--- src/rtl/io_pkg.sv ---
// Shared io-bus definitions for the io_responder peripheral: register map and STAT layout.
package io_pkg;

    typedef logic [15:0] IoAddr;

    localparam IoAddr IO_TXD  = 16'h0000;
    localparam IoAddr IO_STAT = 16'h0001;
    localparam IoAddr IO_RXD  = 16'h0002;
    localparam IoAddr IO_TMR  = 16'h0003;

    localparam int unsigned STAT_TX_FULL  = 0;
    localparam int unsigned STAT_TX_EMPTY = 1;
    localparam int unsigned STAT_RX_AVAIL = 2;
    localparam int unsigned STAT_OVF      = 3;
    localparam int unsigned STAT_UNF      = 4;
    localparam int unsigned STAT_CNT_LSB  = 8;

endpackage

--- src/rtl/io_fifo.sv ---
// Synchronous FIFO without bypass; a push into a full FIFO is accepted only when a pop happens on the same edge.
module io_fifo #(
    parameter int unsigned WIDTH = 8,
    parameter int unsigned DEPTH = 16,
    localparam int unsigned AW = $clog2(DEPTH),
    localparam int unsigned CW = AW + 1
) (
    input  logic             clk,
    input  logic             clk_en,
    input  logic             sync_rst,
    input  logic             push,
    input  logic             pop,
    input  logic [WIDTH-1:0] din,
    output logic [WIDTH-1:0] dout,
    output logic             full,
    output logic             empty,
    output logic [CW-1:0]    count
);

    logic [WIDTH-1:0] mem [DEPTH];
    logic [AW-1:0]    wr_ptr;
    logic [AW-1:0]    rd_ptr;
    logic             do_push;
    logic             do_pop;

    assign full    = (count == CW'(DEPTH));
    assign empty   = (count == '0);
    assign do_pop  = pop & ~empty;
    assign do_push = push & (~full | do_pop);
    assign dout    = mem[rd_ptr];

    always_ff @(posedge clk) begin
        if (clk_en && do_push) begin
            mem[wr_ptr] <= din;
        end
    end

    always_ff @(posedge clk) begin
        if (clk_en) begin
            if (sync_rst) begin
                wr_ptr <= '0;
                rd_ptr <= '0;
                count  <= '0;
            end else begin
                if (do_push) wr_ptr <= wr_ptr + AW'(1);
                if (do_pop)  rd_ptr <= rd_ptr + AW'(1);
                case ({do_push, do_pop})
                    2'b10:   count <= count + CW'(1);
                    2'b01:   count <= count - CW'(1);
                    default: count <= count;
                endcase
            end
        end
    end

endmodule

--- src/rtl/io_responder.sv ---
// io-bus responder: console TX/RX FIFOs, STAT register with sticky ovf/unf flags, and a 16-bit cycle timer.
module io_responder
    import io_pkg::*;
#(
    parameter int unsigned TX_DEPTH = 16,
    parameter int unsigned RX_DEPTH = 16
) (
    input  logic        clk,
    input  logic        sync_rst,
    input  logic        clk_en,
    input  logic        req,
    input  logic        write,
    input  logic [15:0] addr,
    input  logic [15:0] data,
    output logic [15:0] data_out,
    output logic        tx_valid,
    output logic [7:0]  tx_data,
    input  logic        tx_ready,
    input  logic        rx_valid,
    input  logic [7:0]  rx_data,
    output logic        rx_ready
);

    localparam int unsigned TX_CW = $clog2(TX_DEPTH) + 1;
    localparam int unsigned RX_CW = $clog2(RX_DEPTH) + 1;

    logic             tx_full, tx_empty, tx_pop, tx_push_req, ovf_set;
    logic [TX_CW-1:0] tx_count;
    logic             rx_full, rx_empty, rx_rd, rx_pop, rx_push, unf_set;
    logic [RX_CW-1:0] rx_count;
    logic [7:0]       rx_head;
    logic             stat_wr, tmr_wr;
    logic             ovf, unf;
    logic [15:0]      timer;
    logic [7:0]       tx_cnt_sat;
    logic [15:0]      stat_word;

    assign tx_push_req = req & write & (addr == IO_TXD);
    assign stat_wr     = req & write & (addr == IO_STAT);
    assign tmr_wr      = req & write & (addr == IO_TMR);
    assign rx_rd       = req & ~write & (addr == IO_RXD);

    assign tx_valid = ~tx_empty;
    assign tx_pop   = tx_valid & tx_ready;
    assign ovf_set  = tx_push_req & tx_full & ~tx_pop;

    assign rx_ready = ~rx_full;
    assign rx_push  = rx_valid & rx_ready;
    assign rx_pop   = rx_rd & ~rx_empty;
    assign unf_set  = rx_rd & rx_empty;

    io_fifo #(.WIDTH(8), .DEPTH(TX_DEPTH)) u_tx_fifo (
        .clk      (clk),
        .clk_en   (clk_en),
        .sync_rst (sync_rst),
        .push     (tx_push_req),
        .pop      (tx_pop),
        .din      (data[7:0]),
        .dout     (tx_data),
        .full     (tx_full),
        .empty    (tx_empty),
        .count    (tx_count)
    );

    io_fifo #(.WIDTH(8), .DEPTH(RX_DEPTH)) u_rx_fifo (
        .clk      (clk),
        .clk_en   (clk_en),
        .sync_rst (sync_rst),
        .push     (rx_push),
        .pop      (rx_pop),
        .din      (rx_data),
        .dout     (rx_head),
        .full     (rx_full),
        .empty    (rx_empty),
        .count    (rx_count)
    );

    // Sticky flags: a same-edge event beats a clear.
    always_ff @(posedge clk) begin
        if (clk_en) begin
            if (sync_rst) begin
                ovf   <= 1'b0;
                unf   <= 1'b0;
                timer <= '0;
            end else begin
                if (ovf_set)                 ovf <= 1'b1;
                else if (stat_wr && data[3]) ovf <= 1'b0;
                if (unf_set)                 unf <= 1'b1;
                else if (stat_wr && data[4]) unf <= 1'b0;
                timer <= tmr_wr ? data : timer + 16'(1);
            end
        end
    end

    assign tx_cnt_sat = (32'(tx_count) > 32'd255) ? 8'hFF : 8'(tx_count);

    always_comb begin
        stat_word                  = '0;
        stat_word[STAT_TX_FULL]    = tx_full;
        stat_word[STAT_TX_EMPTY]   = tx_empty;
        stat_word[STAT_RX_AVAIL]   = (rx_count != '0);
        stat_word[STAT_OVF]        = ovf;
        stat_word[STAT_UNF]        = unf;
        stat_word[STAT_CNT_LSB+:8] = tx_cnt_sat;
    end

    // Read mux is purely combinational from addr and current state.
    always_comb begin
        data_out = '0;
        case (addr)
            IO_STAT: data_out = stat_word;
            IO_RXD:  data_out = rx_empty ? 16'h0000 : {8'h00, rx_head};
            IO_TMR:  data_out = timer;
            default: data_out = '0;
        endcase
    end

endmodule

--- config.mk ---
export PLATFORM = sky130hd
export DESIGN_NAME = io_responder
export DESIGN_NICKNAME = d
export VERILOG_FILES = /design/src/rtl/io_pkg.sv /design/src/rtl/io_fifo.sv /design/src/rtl/io_responder.sv
export SDC_FILE = /design/constraint.sdc
export NUM_CORES = 1
export LEC_CHECK = 0
export BUFFER_PORTS_ARGS = -buffer_cell sky130_fd_sc_hd__buf_2
export CELL_PAD_IN_SITES_DETAIL_PLACEMENT = 1
export CELL_PAD_IN_SITES_GLOBAL_PLACEMENT = 2
export CORE_AREA = 2 2 173 175
export DETAILED_ROUTE_END_ITERATION = 6
export DIE_AREA = 0 0 175 177
export HOLD_SLACK_MARGIN = 0.15
export PLACE_DENSITY_LB_ADDON = 0.05
export SYNTH_ARGS = -nofsm -noshare
export SYNTH_HDL_FRONTEND = slang
export SYNTH_SLANG_ARGS = --single-unit
--- constraint.sdc ---
create_clock -name clk -period 3.7 [get_ports clk]
set_input_delay 1.11 -clock clk [delete_from_list [all_inputs] [get_ports clk]]
set_output_delay 1.11 -clock clk [all_outputs]
set_load 0.01 [all_outputs]
== Word level (Yosys, flattened, before mapping) ==
Memories as Yosys holds them, arrays and structs flattened. A register that Yosys moved wholly into a read port is not among the register bits.
Index checks and enable logic that the tools add are counted.
Word-level totals
  logic and storage cells: 98
  bits in latches: 0
  memories kept: 2
  memory bits (read-only): 0
  memory bits (writable): 256
  register bits after elaboration: 44
  output and inout bits: 26
Operators by class
  multipliers: 0
  $lt $le $gt $ge: 0
  reductions and logical operators: 24
  divide/modulo/power cells: 0
  equal/unequal tests: 9
  add/subtract/negate cells: 9
  mux-type cells: 21
  shifts and indexed selects: 0
  bitwise operators: 24
Memories
  u_rx_fifo.mem: words 16, bits a word 8, rd ports 1, clocked after memory_dff 1, write ports 1, RTL line io_fifo.sv:20  | logic [WIDTH-1:0] mem [DEPTH];
  u_tx_fifo.mem: words 16, bits a word 8, rd ports 1, clocked after memory_dff 1, write ports 1, RTL line io_fifo.sv:20
Operator list (count)
  case mux 16 bit (3 select lines): 1
  equality test 16 x 2 -> 1 bit, second input constant: 2
  two-way mux 4 bit: 8
  case mux 5 bit (2 select lines): 2
  adder 16 x 1 -> 16 bit, second input constant: 1
  adder 4 x 1 -> 4 bit, second input constant: 4
  bitwise AND 1 bit: 16
  equality test 16 x 1 -> 1 bit, second input constant: 1
  zero test 16 bit: 1
  two-way mux 16 bit: 1
  AND reduction 2 bit: 8
  nonzero test 3 bit: 4
  adder 5 x 1 -> 5 bit, second input constant: 2
  equality test 5 bit, second input constant: 2
  zero test 5 bit: 2
  subtractor 5 x 1 -> 5 bit, second input constant: 2
  two-way mux 1 bit: 8
  two-way mux 8 bit: 1
  nonzero test 2 bit: 4
  inverter 1 bit: 6
  nonzero test 5 bit: 1
  equality test 2 x 1 -> 1 bit, second input constant: 2
  equality test 2 bit, second input constant: 2
  logical AND 1 bit: 4
  bitwise OR 1 bit: 2

== Logic depth before layout (Yosys ltp) ==
  depth in word-level cells: 10
  mapped depth: 11

== Modules after synthesis ==
Synthesis repeated with hierarchy kept, for this count alone.
Unflattened totals
  cell total of the unflattened synthesis: 804
  area total of the unflattened synthesis: 13351.6 um2
Modules (own cells, without submodules)
  io_fifo: cells an instance 317, area each 5880.6 um2, sequential area each 4314.1 um2, instances 2
  io_responder: cells an instance 170, area each 1590.3 um2, sequential area each 540.5 um2, instances 1

== Least setup slack after synthesis ==
Ideal clock, no wire load.
  path type: in2out
  start: input port addr[9]
  end: output port data_out[0]
  stages: 6
  arrival time: 2.409 ns
  required time: 2.590 ns
  setup slack: 0.181 ns
  cell sequence: nor4_4 nand4_4 nor3b_1 clkbuf_1 a32oi_1 o21ai_0
Between the ends
  cells in the longest elaborated chain, start to end: 2
RTL lines
  from (decl): RTL line io_responder.sv:13  | input logic [15:0] addr,
  equality test 16 x 2 -> 1 bit or equality test 16 x 1 -> 1 bit (tied branches): RTL line io_responder.sv:110  | case (addr)
  case mux 16 bit (3 select lines) (*): RTL line io_responder.sv:110
  to (decl): RTL line io_responder.sv:15  | output logic [15:0] data_out,
Every way passes the cells marked *; elsewhere a longest branch is shown, timed or not.

== Final worst setup path ==
  start: input port addr[14]
  end: output port data_out[3]
Same word-level chain as after synthesis.

==> summary.md <==
| Metric | Value |
|---|---|
| Largest net degree at the start of global routing | 36 |
| Worst path cell trace | buf_4 > nor4_4 > and4_4 > nand4b_1 > a211oi_2 > a221o_1 > buf_2 |
| Io pins | 73 |
| Post-synth EDFFs | 300 |
| Worst-Margin Slew | 0.741 ns |
| Data arrival, critical path | 2.61 ns |
| Syn Inst Count | 735 |
| Yosys reg bits | 308 |
| WL/cell | 23.5 um |
| Gr usage total | 0.202 |
| Ratio of cells with drive above 1 in the final layout | 0.349 |
| Max-cap viol count | 0 |
| Layout Nets | 931 |
| Setup WS pre-CTS | -0.0881 ns |
| Max-slew violations | 0 |
| Critical Path RT | 2.59 ns |
| Async S/R FF share, synth | 0 |
| Clock latency on the worst-skew pair | 0.50 ns |
| Hold wc startpoint | u_tx_fifo.rd_ptr[3] |
| Util after Layout | 0.537 |
| Residual DRC | 0 |
| Launch point of the worst path | addr[14] |
| Level count of the clock H-tree | 2 |
| Initial Utilization | 0.451 |
| Minimum clock period | 3.72 ns |
| Worst min path class | register to register |
| Fmax | 269 MHz |
| R2R Path Start | u_tx_fifo.count[0] |
| Clock transition at the registers of the reported paths | 0.06 ns |
| Max incr delay on CP | 0.33 ns |
| Syn avg cell area | 17.9 um2 |
| PD cells | 507 nW/um2 |
| Antenna diode count | 0 |
| Initial DRC Count | 539 |
| Fin crit share | 1.00 |
| Status | finished, violations left |
| CP Max Fanout | 3 |
| Ys Warns | 0 |
| Sequential element share of the synthesized area | 0.695 |
| CORE AREA | 29200 um2 |
| Synth area leaders | edfxtp_1 (68%), mux4_2 (13%), nor2_1 (1.7%), ha_1 (1.5%), dfxtp_1 (1.2%) |
| Critical path's top delay family | simple AND/OR/NAND/NOR gates |
| 1st-pass router iterations | 5 |
| Synth unique cells | 60 |
| CTS max path bufs | 3 |
| Register area | 9170 um2 |
| Cell area after synthesis | 13200 um2 |
| Hold-fix buffers, CTS | 0 |
| Total grt overflow | 0 |
| Post-DP Area | 14500 um2 |
| Total routed wirelength | 30.1 mm |
| CP Capture Type | output port |
| Antenna violations before repair | 0 |
| Total CTS buffers | 34 |
| Die ar. | 31000 um2 |
| Relative slew margins | 0.505 |
| Clk sink count | 308 |
| Cell count after placement | 1219 |
| ANT nets after route | 0 |
| Vias in the first global route | 7849 |
| Area grow syn2layout | 19.1% |
| P_leak | 5.31 nW |
| Vias per cell | 5.56 |
| First-pass GRT wire length | 47.0 mm |
| CTS Root Cell | clkbuf_16 |
| Die Y | 177 um |
| Setup TNS | -0.0277 ns |
| Post-Layout Cell Count | 1282 |
| Share of the synthesized area in the top cell type | 0.683 |
| CTS tree | yes |
| Syn nets | 799 |
| I/O Buffers | 72 |
| Skew final | 0.0139 ns |
| Worst VDD drop | 0.459 mV |
| Cell taking the most area after synthesis | edfxtp_1 |
| Synth Flop Type | edfxtp_1 |
| Fill count | 2675 |
| DR vias | 7132 |
| RSZ-0062 raised after global routing | true |
| # setup viols final | 3 |
| Failing checks | setup timing |
| Final WS setup | -0.0168 ns |
| Area of the multi-input gates | 3900 um2 |
| Worst setup SP type | input port |
| Detailed placement HPWL | 20.8 mm |
| Die Wd | 175 um |
| Final Wtd Congestion | 0.791 |
| Buf+Inv Stages, Crit Path | 2 |
| Fin area | 15700 um2 |
| Rows | 63 |
| Hold Vio Cnt, Final | 0 |
| CP max stage cell | nor4_4 |
| CP Class | input port to output port |
-- registers in the layout (all words and copies together) (netlist names), named ones only --
name and flops:
u_tx_fifo.count 5, u_tx_fifo.rd_ptr 4, unf 1, timer 16, u_rx_fifo.count 5, u_rx_fifo.mem 128
ovf 1, u_tx_fifo.wr_ptr 4, u_tx_fifo.mem 128, u_rx_fifo.wr_ptr 4, u_rx_fifo.rd_ptr 4
-- cell usage after synthesis (2+ instances only) --
cell	instances
a211oi_1	19
a21o_1	2
a21oi_1	7
a221o_1	2
a22o_1	5
a22oi_1	2
a31o_2	2
a31oi_1	2
and2_1	3
and4_1	5
buf_1	7
buf_2	10
clkbuf_1	22
dfxtp_1	8
edfxtp_1	300
ha_1	16
inv_1	23
mux2_1	2
mux2_2	10
mux2i_1	7
mux4_2	76
nand2_1	19
nand2b_1	4
nand3_1	14
nand4_1	3
nor2_1	61
nor2b_1	12
nor3_1	7
nor4_1	16
nor4_4	4
o21a_1	3
o21ai_0	6
o22ai_1	3
or3_1	3
xnor2_1	11
xor2_1	15
-- power breakdown --
part,switching (mW),internal (mW)
sequential,0.0711,3.89
clock,1.32,2.09
combinational,0.309,0.279
-- worst reg2reg max path: stages (launching register included) --
cell and delay [ns]:
edfxtp_1 0.49, or4_1 0.61, o21a_1 0.25, nand2_1 0.13, inv_1 0.11, ha_1 0.34, a21o_1 0.17, a21oi_1 0.16
xnor3_1 0.23, nor2b_1 0.14
-- repair_timing --
item	4_1_cts	5_1_grt
pin swaps	2	1
buffers inserted	2	0
setup endpoints to repair	8	8
resized for setup	18	6
-- path summary, 6_finish.rpt --
kind                                           end  slack (ns)  depth (start not counted)
worst min register to register            register        0.54                          1
worst min-delay path                      register        0.54                          1
worst max-delay path                   data_out[3]       -0.02                          7
worst max register to register  u_tx_fifo.count[4]        0.81                          9
-- placed cells by master, fill, tap and decap left out, types with 14 or more instances in the layout --
cell type  count
ha_1          16
xor2_1        15
buf_4         61
nand2_1       19
inv_1         22
a211oi_1      15
clkbuf_16     37
nand3_1       14
mux4_2        76
nor2_1        61
buf_2         67
edfxtp_1     300
-- area by class of cell --
| class | count | share of cell area |
|---|---|---|
| inverters | 23 | 0.00550 |
| multi-input cells | 364 | 0.248 |
| repair buffers | 136 | 0.0585 |
| flip-flops and latches | 308 | 0.584 |
| clock inverters | 19 | 0.0120 |
| clock buffers | 42 | 0.0602 |
| well taps | 390 | 0.0311 |
-- cells by family (layout without fill, tap and decap cells) --
kind of cell / count (synthesis) / in the layout / share of synthesized area
adders and majority gates: 17 / 17 / 0.0167
muxes: 95 / 95 / 0.145
xor gates and xnor gates: 27 / 27 / 0.0190
AOI/OAI and AO/OA: 63 / 63 / 0.0353
buffers and inverters: 63 / 220 / 0.0190
DFF: 308 / 308 / 0.695
and+or+nand+nor: 162 / 162 / 0.0695
-- per-layer routing --
| metal | GRT usage | wire length, um | vias up |
|---|---|---|---|
| li1 | - | - | 3243 |
| met1 | 0.257 | 12500 | 3734 |
| met2 | 0.361 | 16000 | 116 |
| met3 | 0.0277 | 897 | 39 |
| met4 | 0.0590 | 667 | 0 |
| met5 | 0 | 0 | - |
-- stage by stage --
stage               hold slack, ns  power (mW)
floorplan                    0.497        4.37
global placement             0.512        4.59
detailed placement           0.543        4.62
CTS                          0.548        8.04
global route                 0.564        8.20
finish                       0.542        7.96
Power figures use the tool's default switching activity.
